### src/rtl/bus_pkg.sv
// Shared definitions for the two-master system bus: arbiter states, address map and master ids.
package bus_pkg;

    typedef enum logic [1:0] {
        IDLE = 2'd0,
        G0   = 2'd1,
        G1   = 2'd2
    } arb_state_e;

    localparam logic [15:0] S0_BASE  = 16'h0000;
    localparam logic [15:0] S0_LIMIT = 16'h0800;
    localparam logic [15:0] S1_BASE  = 16'h7000;
    localparam logic [15:0] S1_LIMIT = 16'h7200;

    localparam logic M0 = 1'b0;
    localparam logic M1 = 1'b1;

endpackage

### src/rtl/bus_addr_dec.sv
// Slave-select decoder for the system bus; selects are only raised while some master owns the bus.
module bus_addr_dec
    import bus_pkg::*;
#(
    parameter int                ADDR_W   = 16,
    parameter logic [ADDR_W-1:0] S0_BASE  = ADDR_W'(bus_pkg::S0_BASE),
    parameter logic [ADDR_W-1:0] S0_LIMIT = ADDR_W'(bus_pkg::S0_LIMIT),
    parameter logic [ADDR_W-1:0] S1_BASE  = ADDR_W'(bus_pkg::S1_BASE),
    parameter logic [ADDR_W-1:0] S1_LIMIT = ADDR_W'(bus_pkg::S1_LIMIT)
) (
    input  logic [ADDR_W-1:0] s_addr,
    input  logic              grant_active,
    output logic              s0_sel,
    output logic              s1_sel
);

    localparam logic [ADDR_W-1:0] S0_SIZE = S0_LIMIT - S0_BASE;
    localparam logic [ADDR_W-1:0] S1_SIZE = S1_LIMIT - S1_BASE;

    logic [ADDR_W-1:0] s0_off;
    logic [ADDR_W-1:0] s1_off;

    // Unsigned offset compare covers base <= addr < limit in one test per window.
    assign s0_off = s_addr - S0_BASE;
    assign s1_off = s_addr - S1_BASE;

    assign s0_sel = grant_active && (s0_off < S0_SIZE);
    assign s1_sel = grant_active && (s1_off < S1_SIZE);

endmodule

### src/rtl/bus_arbiter_2m.sv
// Round-robin two-master arbiter with shared-bus mux and one-cycle read return.
// Define BUS_ARB_PREEMPT_EN to bound a grant to MAX_HOLD cycles while the other master waits.
module bus_arbiter_2m
    import bus_pkg::*;
#(
    parameter int                ADDR_W   = 16,
    parameter int                DATA_W   = 64,
    parameter int                MAX_HOLD = 8,
    parameter logic [ADDR_W-1:0] S0_BASE  = ADDR_W'(bus_pkg::S0_BASE),
    parameter logic [ADDR_W-1:0] S0_LIMIT = ADDR_W'(bus_pkg::S0_LIMIT),
    parameter logic [ADDR_W-1:0] S1_BASE  = ADDR_W'(bus_pkg::S1_BASE),
    parameter logic [ADDR_W-1:0] S1_LIMIT = ADDR_W'(bus_pkg::S1_LIMIT)
) (
    input  logic              clk,
    input  logic              reset,
    input  logic              m0_req,
    input  logic              m1_req,
    input  logic              m0_wr,
    input  logic              m1_wr,
    input  logic [ADDR_W-1:0] m0_addr,
    input  logic [ADDR_W-1:0] m1_addr,
    input  logic [DATA_W-1:0] m0_dout,
    input  logic [DATA_W-1:0] m1_dout,
    input  logic [DATA_W-1:0] s0_dout,
    input  logic [DATA_W-1:0] s1_dout,
    output logic              m0_grant,
    output logic              m1_grant,
    output logic [DATA_W-1:0] m0_din,
    output logic [DATA_W-1:0] m1_din,
    output logic              s_wr,
    output logic [ADDR_W-1:0] s_addr,
    output logic [DATA_W-1:0] s_din,
    output logic              s0_sel,
    output logic              s1_sel
);

    arb_state_e        state_q, state_d;
    logic              last_pri_q, last_pri_d;
    logic [1:0]        sel_q;
    logic              mid_q;
    logic              preempt0, preempt1;
    logic [DATA_W-1:0] rd_data;

    if (MAX_HOLD < 2 || MAX_HOLD > 255) begin : g_max_hold_out_of_range
        // An 8-bit hold counter cannot express this bound; such builds are unsupported.
    end

`ifdef BUS_ARB_PREEMPT_EN
    logic [7:0] hold_q, hold_d;
    logic       hold_last;

    assign hold_last = (hold_q == 8'(MAX_HOLD - 1));
    assign preempt0  = m1_req && hold_last;
    assign preempt1  = m0_req && hold_last;
`else
    assign preempt0 = 1'b0;
    assign preempt1 = 1'b0;
`endif

    always_comb begin
        state_d    = state_q;
        last_pri_d = last_pri_q;
        unique case (state_q)
            IDLE: begin
                if (m0_req && m1_req) state_d = (last_pri_q == M1) ? G0 : G1;
                else if (m0_req)      state_d = G0;
                else if (m1_req)      state_d = G1;
            end
            G0: begin
                if (m0_req && !preempt0) state_d = G0;
                else if (m1_req)         state_d = G1;
                else                     state_d = IDLE;
            end
            G1: begin
                if (m1_req && !preempt1) state_d = G1;
                else if (m0_req)         state_d = G0;
                else                     state_d = IDLE;
            end
            default: state_d = IDLE;
        endcase
        if (state_d != state_q) begin
            if (state_d == G0) last_pri_d = M0;
            if (state_d == G1) last_pri_d = M1;
        end
    end

`ifdef BUS_ARB_PREEMPT_EN
    // The count only advances while the other master is actually waiting.
    always_comb begin
        hold_d = hold_q;
        if (state_d != state_q) begin
            hold_d = 8'd0;
        end else if (((state_q == G0 && m1_req) || (state_q == G1 && m0_req)) && !hold_last) begin
            hold_d = hold_q + 8'd1;
        end
    end

    always_ff @(posedge clk or posedge reset) begin
        if (reset) hold_q <= 8'd0;
        else       hold_q <= hold_d;
    end
`endif

    assign m0_grant = (state_q == G0);
    assign m1_grant = (state_q == G1);

    always_comb begin
        s_wr   = 1'b0;
        s_addr = '0;
        s_din  = '0;
        if (m0_grant) begin
            s_wr   = m0_wr;
            s_addr = m0_addr;
            s_din  = m0_dout;
        end else if (m1_grant) begin
            s_wr   = m1_wr;
            s_addr = m1_addr;
            s_din  = m1_dout;
        end
    end

    bus_addr_dec #(
        .ADDR_W   (ADDR_W),
        .S0_BASE  (S0_BASE),
        .S0_LIMIT (S0_LIMIT),
        .S1_BASE  (S1_BASE),
        .S1_LIMIT (S1_LIMIT)
    ) u_addr_dec (
        .s_addr       (s_addr),
        .grant_active (m0_grant || m1_grant),
        .s0_sel       (s0_sel),
        .s1_sel       (s1_sel)
    );

    always_ff @(posedge clk or posedge reset) begin
        if (reset) begin
            state_q    <= IDLE;
            last_pri_q <= M1;
            sel_q      <= 2'b00;
            mid_q      <= M0;
        end else begin
            state_q    <= state_d;
            last_pri_q <= last_pri_d;
            sel_q      <= {s0_sel, s1_sel};
            mid_q      <= m1_grant ? M1 : M0;
        end
    end

    // Read data follows the master that owned the bus last cycle, even if the grant has moved.
    always_comb begin
        rd_data = '0;
        if (sel_q[1])      rd_data = s0_dout;
        else if (sel_q[0]) rd_data = s1_dout;
        m0_din = '0;
        m1_din = '0;
        if (mid_q == M0) m0_din = rd_data;
        else             m1_din = rd_data;
    end

endmodule

### config.mk
export PLATFORM = sky130hd
export DESIGN_NAME = bus_arbiter_2m
export DESIGN_NICKNAME = d
export VERILOG_FILES = /design/src/rtl/bus_pkg.sv /design/src/rtl/bus_addr_dec.sv /design/src/rtl/bus_arbiter_2m.sv
export SDC_FILE = /design/constraint.sdc
export NUM_CORES = 1
export LEC_CHECK = 0
export CORE_AREA = 2 2 196 198
export DETAILED_ROUTE_END_ITERATION = 8
export DIE_AREA = 0 0 198 200
export PLACE_DENSITY = 0.43
export SYNTH_ARGS = -nofsm -noshare
export SYNTH_HDL_FRONTEND = slang
export SYNTH_SLANG_ARGS = --single-unit
### constraint.sdc
create_clock -name clk -period 2.5 [get_ports clk]
set_clock_uncertainty 0.2 [all_clocks]
set_input_delay 0.75 -clock clk [delete_from_list [all_inputs] [get_ports clk]]
set_output_delay 0.75 -clock clk [all_outputs]
set_load 0.02 [all_outputs]
# Word level (Yosys, flattened, before mapping)
# Index checks and enable logic that the tools add are counted.
dict set report word_totals {
  out_inout_bits 213
  input_bits 294
  ff_bits 6
}
dict set report classes {
  n_reduce_logical 7
  eq_ne 5
  n_mux 22
  magnitude_cmp 2
  add_sub_neg 1
}
# cell n
set ops {}
lappend ops {{2-to-1 mux 64 bit} 6}
lappend ops {{2-to-1 mux 16 bit} 2}
lappend ops {{less-than comparator 16 x 10 -> 1 bit, second input constant} 1}
lappend ops {{less-than comparator 16 x 12 -> 1 bit, second input constant} 1}
lappend ops {{subtractor 16 x 15 -> 16 bit, second input constant} 1}
lappend ops {{2-to-1 mux 2 bit} 7}
lappend ops {{2-to-1 mux 1 bit} 6}
lappend ops {{one-hot mux 2 bit (3 select lines)} 1}
lappend ops {{equality test 2 x 1 -> 1 bit, second input constant} 2}
lappend ops {{equality test 2 bit, second input constant} 2}
lappend ops {{logical AND 1 bit} 3}
lappend ops {{logical NOT 2 bit} 1}
lappend ops {{!= test 2 bit} 1}
lappend ops {{AND reduction 2 bit} 1}
lappend ops {{nonzero test 2 bit} 1}
lappend ops {{logical OR 1 bit} 1}

# Depth between registers and ports, before layout
# Gate-level depths: netlist of the first run.
dict set report depth {
  depth_word 7
  ltp_mapped 10
  depth_no_buf 9
}

# Cells and area by module
# From an unflattened synthesis of the first run, not the netlist that was laid out.
dict set report unflattened {
  hier_cells 365
  hier_area_um2 2449.8
}
# module instances seq_area_each_um2 area_per_inst_um2 cells_each
set by_module_without_submodules {}
lappend by_module_without_submodules {bus_arbiter_2m 1 151.4 2412.3 361}
lappend by_module_without_submodules {bus_addr_dec 1 0.0 37.5 4}

# Worst setup path before layout of the first run
# OpenSTA, ideal clock, no wires.
dict set report synth_timing {
  kind {register to output}
  startpoint {reg state_q[1]}
  endpoint {out s1_sel}
  stages_incl_launch_ff 11
  arrival_time_ns 2.243
  slack_ns -0.693
  path_cell_list {dfrtp_1 > inv_1 > ha_1 > buf_2 > buf_2 > clkbuf_1 > nand2_1 > o21ai_0 > nor4_1 > nand2_1 > nor2_1}
}
dict set report synth_between {
  word_cells_on_any_way 8
  cone_classes {1 x add/sub; 1 x order compare; 2 x eq/ne; 2 x mux; 2 x reduce/logical}
}
# element line
set synth_lines {}
lappend synth_lines {{start, declared} bus_arbiter_2m.sv:37} ;# arb_state_e state_q, state_d;
lappend synth_lines {{start signal, assigned} bus_arbiter_2m.sv:142} ;# state_q <= state_d;
lappend synth_lines {{equality test 2 x 1 -> 1 bit} bus_arbiter_2m.sv:104} ;# assign m0_grant = (state_q == G0);
lappend synth_lines {{via m0_grant} bus_arbiter_2m.sv:26} ;# output logic m0_grant,
lappend synth_lines {{2-to-1 mux 16 bit} bus_arbiter_2m.sv:111} ;# if (m0_grant) begin
lappend synth_lines {{via s_addr[9]} bus_arbiter_2m.sv:31} ;# output logic [ADDR_W-1:0] s_addr,
lappend synth_lines {{subtractor 16 x 15 -> 16 bit} bus_addr_dec.sv:25} ;# assign s1_off = s_addr - S1_BASE;
lappend synth_lines {{less-than comparator 16 x 10 -> 1 bit} bus_addr_dec.sv:28} ;# assign s1_sel = grant_active && (s1_off < S1_SIZE);
lappend synth_lines {{logical AND 1 bit} bus_addr_dec.sv:28}
lappend synth_lines {{end, declared} bus_arbiter_2m.sv:34} ;# output logic s1_sel
# The timed path passes the listed nets, and every way through them passes these cells.

# Worst setup path after layout of the first run
dict set report layout_timing {
  startpoint {reg state_q[1]}
  endpoint {out s0_sel}
}
dict set report layout_between {
  elab_chain_cells 5
  word_cells_on_any_way 7
  cone_classes {1 x order compare; 2 x eq/ne; 2 x mux; 2 x reduce/logical}
}
# element line
set layout_rtl {}
lappend layout_rtl {{equality test 2 bit} bus_arbiter_2m.sv:105} ;# assign m1_grant = (state_q == G1);
lappend layout_rtl {{2-to-1 mux 16 bit} bus_arbiter_2m.sv:115} ;# end else if (m1_grant) begin
lappend layout_rtl {{2-to-1 mux 16 bit} bus_arbiter_2m.sv:111}
lappend layout_rtl {{less-than comparator 16 x 12 -> 1 bit} bus_addr_dec.sv:27} ;# assign s0_sel = grant_active && (s0_off < S0_SIZE);
lappend layout_rtl {{logical AND 1 bit (*)} bus_addr_dec.sv:27}
lappend layout_rtl {{end, declared} bus_arbiter_2m.sv:33} ;# output logic s0_sel,
# Every way passes the cells marked *; elsewhere a longest branch is shown, timed or not.

==> results.json, run 1 <==
{
  "dieArea_um2": 39600,
  "timing.final.ws_setup_ns": -0.467,
  "core_area_um2": 37400,
  "num-fill-cells": 4033,
  "postRouteAntennaNets": 0,
  "grt_max_degree": 38,
  "slowest_stage": "dfrtp_2",
  "layout-drive-gt1-share": 0.543,
  "rows": 71,
  "drc": 0,
  "p_total_mw": 9.63,
  "clock_latency_ns": 0.22,
  "antenna_found_initial": 7,
  "rsz0062_at_grt": "yes",
  "cts_tree": "done",
  "slew_viol_final": 0,
  "die_w_um": 198,
  "holdWs_ns": 0.461,
  "hpwl_um": 22900,
  "synth.distinct_cells": 25,
  "hold_viol": 0,
  "routedWlPerCell_um": 17.9,
  "leakage_nw": 5.10,
  "path_buf_inv": 5,
  "synth_nets": 831,
  "synth_top_area_cell": "nand2_1",
  "status": "complete, but fails checks",
  "synthesis.instances": 532,
  "vias_per_cell": 3.69,
  "drt_first_pass_iters": 4,
  "dr.first_iter.drc_count": 90,
  "nNetsFinal": 1476,
  "critPathKind": "reg2out",
  "synth_top_area_frac": 0.215,
  "period_share": 1.19,
  "numCtsBuffers": 3,
  "slowest_delay_ns": 0.43,
  "tightest_slew_ns": 0.282,
  "ys_seq_area_frac": 0.0553,
  "timing.fmax_mhz": 337,
  "synthesis.area_um2": 2740,
  "h-tree-depth": 1,
  "port_buffers": 506,
  "root_buffer": "clkbuf_16",
  "clk_pin_slew_ns": 0.03,
  "first_global_vias": 6374,
  "worstSetupStartpointType": "register",
  "vias": 6226,
  "relSlewSlack": 0.811,
  "crit_chain": "ha_4 > buf_12 > buf_12 > buf_8 > buf_6 > nand2_2 > o21ai_2 > nor3_2 > and4_4 > buf_6",
  "yosys_register_bits": 6,
  "start_util": 0.0733,
  "wirelength_um": 30100,
  "cp.arrival_ns": 2.02,
  "drv_cap": 0,
  "gp_congestion": 0.724,
  "grt_pass1_wl_um": 40500,
  "grtUsageTotal": 0.138,
  "power_density_nw_per_um2": 806,
  "violations": "setup timing",
  "yosys_warnings": 0,
  "netlist_top_cells_area": "nand2_1 22%, a22oi_1 18%, nor2b_1 16%",
  "crit_required_ns": 1.55,
  "area_growth_pct": 336,
  "syn_area_per_cell_um2": 5.15,
  "endpoint_kind": "output port",
  "hold_path.class": "reg2reg",
  "path_max_fanout": 6,
  "peakVddDrop_mv": 0.470,
  "io_pins": 507,
  "grt_overflow": 0,
  "fin_crit_ns": 2.97,
  "cpLargestDelayFamily": "buffers and inverters",
  "setup_viol": 196,
  "clock_sinks": 6,
  "clockBufferDepth": 2,
  "die-height_um": 200
}
## stage by stage
| stage | utilization | cell area, µm² | worst slack (ns) | TNS (ns) | cells |
|---|---|---|---|---|---|
| final | 0.319 | 11900 | -0.467 | -30.61 | 1688 |
| after global routing | 0.319 | 11900 | -0.563 | -44.49 | 1688 |
| after CTS | 0.303 | 11300 | -0.515 | -37.02 | 1668 |
| after detailed placement | 0.251 | 9380 | -0.992 | -113.81 | 1559 |
| after global placement | 0.251 | 9380 | -1.03 | -113.72 | 1559 |
| after floorplan | - | 3380 | -0.299 | -4.96 | 532 |
## cells in the mapped netlist
| cell | instances |
|---|---|
| nor2_1 | 70 |
| buf_2 | 2 |
| nand3_1 | 1 |
| clkbuf_1 | 48 |
| buf_4 | 1 |
| ha_1 | 5 |
| a22o_1 | 2 |
| nand2b_1 | 1 |
| o211ai_1 | 1 |
| nor4_1 | 1 |
| dfstp_2 | 1 |
| a22oi_1 | 64 |
| nor2b_1 | 68 |
| a21oi_1 | 5 |
| mux2_1 | 1 |
| o21ai_0 | 78 |
| and4_1 | 1 |
| inv_1 | 9 |
| nand2_1 | 157 |
| or3_1 | 2 |
| nor3_1 | 2 |
| dfrtp_1 | 5 |
| buf_1 | 4 |
| a31oi_1 | 2 |
| xnor2_1 | 1 |
## worst paths after layout
path | startpoint | endpoint | slack, ns | cells after the start
min | last_pri_q$_DFFE_PP1P_ | last_pri_q$_DFFE_PP1P_ | 0.46 | 1
max in group asynchronous | reset | last_pri_q$_DFFE_PP1P_ | 1.30 | 2
min reg2reg | last_pri_q$_DFFE_PP1P_ | last_pri_q$_DFFE_PP1P_ | 0.46 | 1
max reg2reg | state_q[0]$_DFF_PP0_ | last_pri_q$_DFFE_PP1P_ | -0.18 | 11
max | state_q[1]$_DFF_PP0_ | s0_sel | -0.47 | 10
min in group asynchronous | reset | sel_q[0]$_DFF_PP0_ | 0.54 | 2
## cell usage in the layout, fill, tap and decap left out, drive strengths merged, types with 9 or more instances in the layout
| cell | n |
|---|---|
| buf | 401 |
| clkdlybuf4s50 | 174 |
| nand2 | 157 |
| dlygate4sd2 | 107 |
| o21ai | 78 |
| nor2 | 70 |
| nor2b | 68 |
| a22oi | 64 |
| dlymetal6s2s | 11 |
| inv | 9 |
## area by class of cell
type                            count  area, µm²  share of cell area
Inverter                            9       36.3             0.00304
Clock buffer                        4       78.8             0.00660
Antenna cell                        1       2.50            0.000209
Multi-Input combinational cell    462       3800               0.318
Tap cell                          511        639              0.0535
Timing Repair Buffer              695       7230               0.605
Sequential cell                     6        159              0.0133
## power by group
group          switching [mW]  internal [mW]
Clock                  0.0515          0.211
Sequential             0.0658          0.142
Combinational            4.42           4.74
Total                    4.53           5.09
## kinds of logic (layout without fill, tap and decap cells)
group / Yosys count / after routing / synth area share
AO/OA/AOI/OAI: 152 / 152 / 0.341
XOR/XNOR: 1 / 1 / 0.00320
adder cells (fa/ha/maj): 5 / 5 / 0.0228
buffers and inverters: 64 / 708 / 0.0900
flip-flops: 6 / 6 / 0.0553
multiplexers: 1 / 1 / 0.00411
other: 0 / 1 / 0
AND/OR/NAND/NOR: 303 / 303 / 0.484
## flip-flops by register name, indices dropped and copies added, names as in the netlist
register	count
sel_q	2
mid_q	1
last_pri_q	1
state_q	2
## metal layers
layer	GRT usage	part of all wire	wire, µm	vias to the layer above
li1	-	-	-	3077
met1	0.146	0.36	10900	2819
met2	0.289	0.56	16800	314
met3	0.0296	0.075	2270	16
met4	0.00668	0.0058	174	0
met5	0	0	0	-
## what timing repair did
action | CTS | global route
hold buffers | 0 | 0
endpoints found under the hold margin | 0 | 0
pin swaps | 113 | 104
setup endpoints to repair | 214 | 212
gates cloned | 17 | 2
setup buffers | 94 | 37
gates resized for setup | 1414 | 160
No activity file was read; power rests on OpenSTA's default activity.
==> inputs of run 2 (changes only) <==
--- a/config.mk
+++ b/config.mk
@@ -8,6 +8,7 @@
 export CORE_AREA = 2 2 196 198
 export DETAILED_ROUTE_END_ITERATION = 8
 export DIE_AREA = 0 0 198 200
+export MAX_ROUTING_LAYER = met4
 export PLACE_DENSITY = 0.43
 export SYNTH_ARGS = -nofsm -noshare
 export SYNTH_HDL_FRONTEND = slang
==> run 2 against run 1 <==
Against the previous run:
- the flow still finishes with violations (setup timing)
- global-route usage rose by 0.42 points
- critical endpoint is now s1_sel
- non-clock buffer count did not move
- sequential power barely moved
- combinational power barely moved
- sequential share of layout area barely moved
- critical path type unchanged
- cell count did not move
- count of clock-buffer cells in the layout did not move
==> results.json, run 2 (same netlist as run 1, synthesis figures left out) <==
{
  "status": "complete, but fails checks",
  "violations": "setup timing",
  "routedWlPerCell_um": 17.9,
  "timing.final.ws_setup_ns": -0.467,
  "postRouteAntennaNets": 0,
  "grt_max_degree": 38,
  "die-height_um": 200,
  "hold_path.class": "reg2reg",
  "io_pins": 507,
  "antenna_found_initial": 7,
  "r2r_cells": 11,
  "crit_chain": "inv_2 > ha_4 > buf_12 > a22oi_2 > buf_6 > buf_8 > nor4_4 > nand2_1 > nor2_4 > buf_6",
  "period_share": 1.19,
  "cts_tree": "done",
  "path_depth": 10,
  "met2_usage": 0.289,
  "slew_viol_final": 0,
  "grtUsageTotal": 0.142,
  "final_cell_mix": "192 x buf_4, 174 x clkdlybuf4s50_1, 134 x buf_6",
  "post_dp_cell_area_um2": 9380,
  "layout_commonest_cell": "buf_4",
  "leakage_nw": 5.10,
  "grt_pass1_wl_um": 40300,
  "crit_top_cell": "buf_6",
  "setup_viol": 198,
  "wirelength_um": 30200,
  "vias_per_cell": 3.69,
  "crit_required_ns": 1.55,
  "reg.largest.list": "sel_q x2, state_q x2",
  "clock_sinks": 6,
  "critPathKind": "reg2out",
  "numCtsBuffers": 3,
  "clk_pin_slew_ns": 0.03,
  "grt_use_met3": 0.0252,
  "port_buffers": 506,
  "core_area_um2": 37400,
  "dieArea_um2": 39600,
  "slowest_stage": "dfrtp_2",
  "hold_viol": 0,
  "area_growth_pct": 336,
  "drc": 0,
  "hold_buffers": 0,
  "cpLargestDelayFamily": "buffers and inverters",
  "p_total_mw": 9.63,
  "fin_area_um2": 12000,
  "holdPathStages": 1,
  "tightest_slew_ns": 0.276,
  "use_met1": 0.149,
  "timing.fmax_mhz": 337,
  "cp.arrival_ns": 2.02,
  "nNetsFinal": 1476,
  "rsz0062_at_grt": "yes",
  "drv_cap": 0,
  "dr.first_iter.drc_count": 84,
  "die_w_um": 198,
  "start_util": 0.0733,
  "path_max_fanout": 6,
  "root_buffer": "clkbuf_16",
  "vias": 6222,
  "fin_crit_ns": 2.97,
  "drt_first_pass_iters": 4,
  "first_global_vias": 6399,
  "layout-drive-gt1-share": 0.543,
  "holdWs_ns": 0.461,
  "top_usage_layer": "met2",
  "peakVddDrop_mv": 0.469,
  "h-tree-depth": 1,
  "endpoint_kind": "output port",
  "fin_util": 0.320,
  "clock_latency_ns": 0.22,
  "power_density_nw_per_um2": 806,
  "worstSetupStartpointType": "register",
  "clockBufferDepth": 2,
  "path_buf_inv": 5,
  "hpwl_um": 22900,
  "grt_overflow": 0,
  "relSlewSlack": 0.815,
  "rows": 71,
  "gp_congestion": 0.733,
  "slowest_delay_ns": 0.43
}
## run 2: final timing paths
kind                                         from                      to  slack [ns]
setup / recovery             state_q[1]$_DFF_PP0_                  s1_sel       -0.47
hold / removal             last_pri_q$_DFFE_PP1P_  last_pri_q$_DFFE_PP1P_        0.46
setup reg to reg             state_q[0]$_DFF_PP0_  last_pri_q$_DFFE_PP1P_       -0.17
hold reg to reg            last_pri_q$_DFFE_PP1P_  last_pri_q$_DFFE_PP1P_        0.46
max in group asynchronous                   reset  last_pri_q$_DFFE_PP1P_        1.30
min in group asynchronous                   reset      sel_q[0]$_DFF_PP0_        0.54
## run 2: final cells by class
cell class	count	area, µm²
inverter	9	36.3
antenna	1	2.50
tap	511	639
multi-input combinational	462	3800
clock buffer	4	78.8
sequential	6	159
fill	4031	25400
timing repair buffer	695	7230
## run 2: repair_timing
item,CTS,global route
setup buffers,94,37
setup endpoints to repair,214,212
resized for setup,1414,162
pin swaps,113,104
gates cloned,17,2
## run 2: per-stage QoR
stage	std cells	setup TNS, ns	setup slack, ns
finish	1688	-30.62	-0.467
global route	1688	-44.45	-0.563
CTS	1668	-37.02	-0.515
detailed placement	1559	-113.81	-0.992
global placement	1559	-113.72	-1.03
floorplan	532	-4.96	-0.299
## run 2: power by group
group / internal, mW / switching, mW / total [mW]
logic: 4.74 / 4.42 / 9.16
clock network: 0.211 / 0.0515 / 0.263
registers: 0.142 / 0.0664 / 0.208
total: 5.09 / 4.54 / 9.63
## run 2: per-layer routing
layer | share of wire | wire [µm]
met5 | 0 | 0
met4 | 0.0060 | 180
met3 | 0.070 | 2110
met2 | 0.56 | 16800
met1 | 0.37 | 11100
==> inputs of run 3 (changes only) <==
--- a/config.mk
+++ b/config.mk
@@ -10,6 +10,7 @@
 export DIE_AREA = 0 0 198 200
 export MAX_ROUTING_LAYER = met4
 export PLACE_DENSITY = 0.43
+export RECOVER_POWER = 25
 export SYNTH_ARGS = -nofsm -noshare
 export SYNTH_HDL_FRONTEND = slang
 export SYNTH_SLANG_ARGS = --single-unit
==> run 3 against run 2 <==
Against the previous run:
- clock power hardly changed
- utilization did not move
- via count did not move
- sequential share of layout area unchanged
- wire length unchanged
- the flow still finishes with violations (setup timing)
- combinational power hardly changed
- critical path depth did not move
- register-to-register slack is essentially flat
- critical path type unchanged
==> results.json, run 3 (same netlist as run 1, synthesis figures left out) <==
{
  "status": "complete, but fails checks",
  "violations": "setup timing",
  "layout-drive-gt1-share": 0.543,
  "grtUsageTotal": 0.142,
  "path_max_fanout": 6,
  "gp_congestion": 0.733,
  "routedWlPerCell_um": 17.9,
  "fin_crit_ns": 2.97,
  "hpwl_um": 22900,
  "root_buffer": "clkbuf_16",
  "power_density_nw_per_um2": 806,
  "slew_viol_final": 0,
  "grt_pass1_wl_um": 40300,
  "numCtsBuffers": 3,
  "leakage_nw": 5.10,
  "grt_max_degree": 38,
  "vias": 6222,
  "p_total_mw": 9.63,
  "dp_slack_ns": -0.992,
  "final_cell_mix": "192 x buf_4, 173 x clkdlybuf4s50_1, 134 x buf_6",
  "die_w_um": 198,
  "rows": 71,
  "start_util": 0.0733,
  "port_buffers": 506,
  "antenna_found_initial": 7,
  "fin_area_um2": 12000,
  "endpoint_kind": "output port",
  "reg.largest.list": "sel_q x2, state_q x2",
  "clk_pin_slew_ns": 0.03,
  "clock_sinks": 6,
  "drc": 0,
  "setup_viol": 198,
  "first_global_vias": 6399,
  "grt_overflow": 0,
  "nNetsFinal": 1476,
  "clock_latency_ns": 0.22,
  "clockBufferDepth": 2,
  "relSlewSlack": 0.815,
  "timing.final.ws_setup_ns": -0.467,
  "dieArea_um2": 39600,
  "core_area_um2": 37400,
  "hold_viol": 0,
  "layout_commonest_cell": "buf_4",
  "dr.first_iter.drc_count": 84,
  "tightest_slew_ns": 0.276,
  "timing.fmax_mhz": 337,
  "crit_required_ns": 1.55,
  "tns_ns": -30.62,
  "io_pins": 507,
  "die-height_um": 200,
  "vias_per_cell": 3.69,
  "rsz0062_at_grt": "yes",
  "hold_buffers": 0,
  "cp.arrival_ns": 2.02,
  "worstSetupStartpointType": "register",
  "drt_first_pass_iters": 4,
  "postRouteAntennaNets": 0,
  "critPathKind": "reg2out",
  "drv_cap": 0,
  "area_growth_pct": 336,
  "period_share": 1.19,
  "post_dp_cell_area_um2": 9380,
  "fin_util": 0.320,
  "h-tree-depth": 1,
  "cts_tree": "done",
  "peakVddDrop_mv": 0.469,
  "wirelength_um": 30200,
  "hold_path.class": "reg2reg"
}
## run 3: cell types whose count changed in the layout (fill, tap and decap cells not counted)
cell / previous run / this run
dlygate4sd3_1: 0 / 1
clkdlybuf4s50_1: 174 / 173
## run 3: worst paths after layout
| kind | from | end | slack, ns | cells past startpoint |
|---|---|---|---|---|
| max | state_q[1]$_DFF_PP0_ | s1_sel | -0.47 | 10 |
| min in group asynchronous | reset | sel_q[0]$_DFF_PP0_ | 0.68 | 2 |
| min reg2reg | last_pri_q$_DFFE_PP1P_ | last_pri_q$_DFFE_PP1P_ | 0.46 | 1 |
| min | last_pri_q$_DFFE_PP1P_ | last_pri_q$_DFFE_PP1P_ | 0.46 | 1 |
| max in group asynchronous | reset | last_pri_q$_DFFE_PP1P_ | 1.16 | 2 |
| max reg2reg | state_q[0]$_DFF_PP0_ | last_pri_q$_DFFE_PP1P_ | -0.17 | 11 |
## run 3: area by class of cell
type	count	area, µm²
diodes	1	2.50
clock buffers	4	78.8
fillers	4031	25400
inverters	9	36.3
multi-input cells	462	3800
flip-flops and latches	6	159
well taps	511	639
repair buffers	695	7230
## run 3: critical path, stage by stage, from the launching register on
cell and delay, ns:
dfrtp_2 0.43, inv_2 0.08, ha_4 0.22, buf_12 0.13, a22oi_2 0.07, buf_6 0.12, buf_8 0.13, nor4_4 0.25
nand2_1 0.12, nor2_4 0.11, buf_6 0.12
## run 3: routing by layer
metal / track usage / share of wire / wire length, µm
met1: 0.149 / 0.37 / 11100
met2: 0.289 / 0.56 / 16800
met3: 0.0252 / 0.070 / 2110
met4: 0.00668 / 0.0060 / 180
met5: - / 0 / 0
## run 3: metrics by stage
stage | instances | hold WS, ns
2_1_floorplan | 532 | 0.340
3_3_place_gp | 1559 | 0.449
3_5_place_dp | 1559 | 0.458
4_1_cts | 1668 | 0.463
5_1_grt | 1688 | 0.484
6_report | 1688 | 0.461
## run 3: repair_timing
| action | in CTS | in global routing |
|---|---|---|
| gates resized for setup | 1414 | 162 |
| setup endpoints to repair | 214 | 212 |
| cloned | 17 | 2 |
| setup buffers | 94 | 37 |
| pin swaps | 113 | 104 |
## run 3: report_power, final
group	switching, mW	internal, mW
clock network	0.0515	0.211
registers	0.0664	0.142
logic	4.42	4.74
total	4.54	5.09
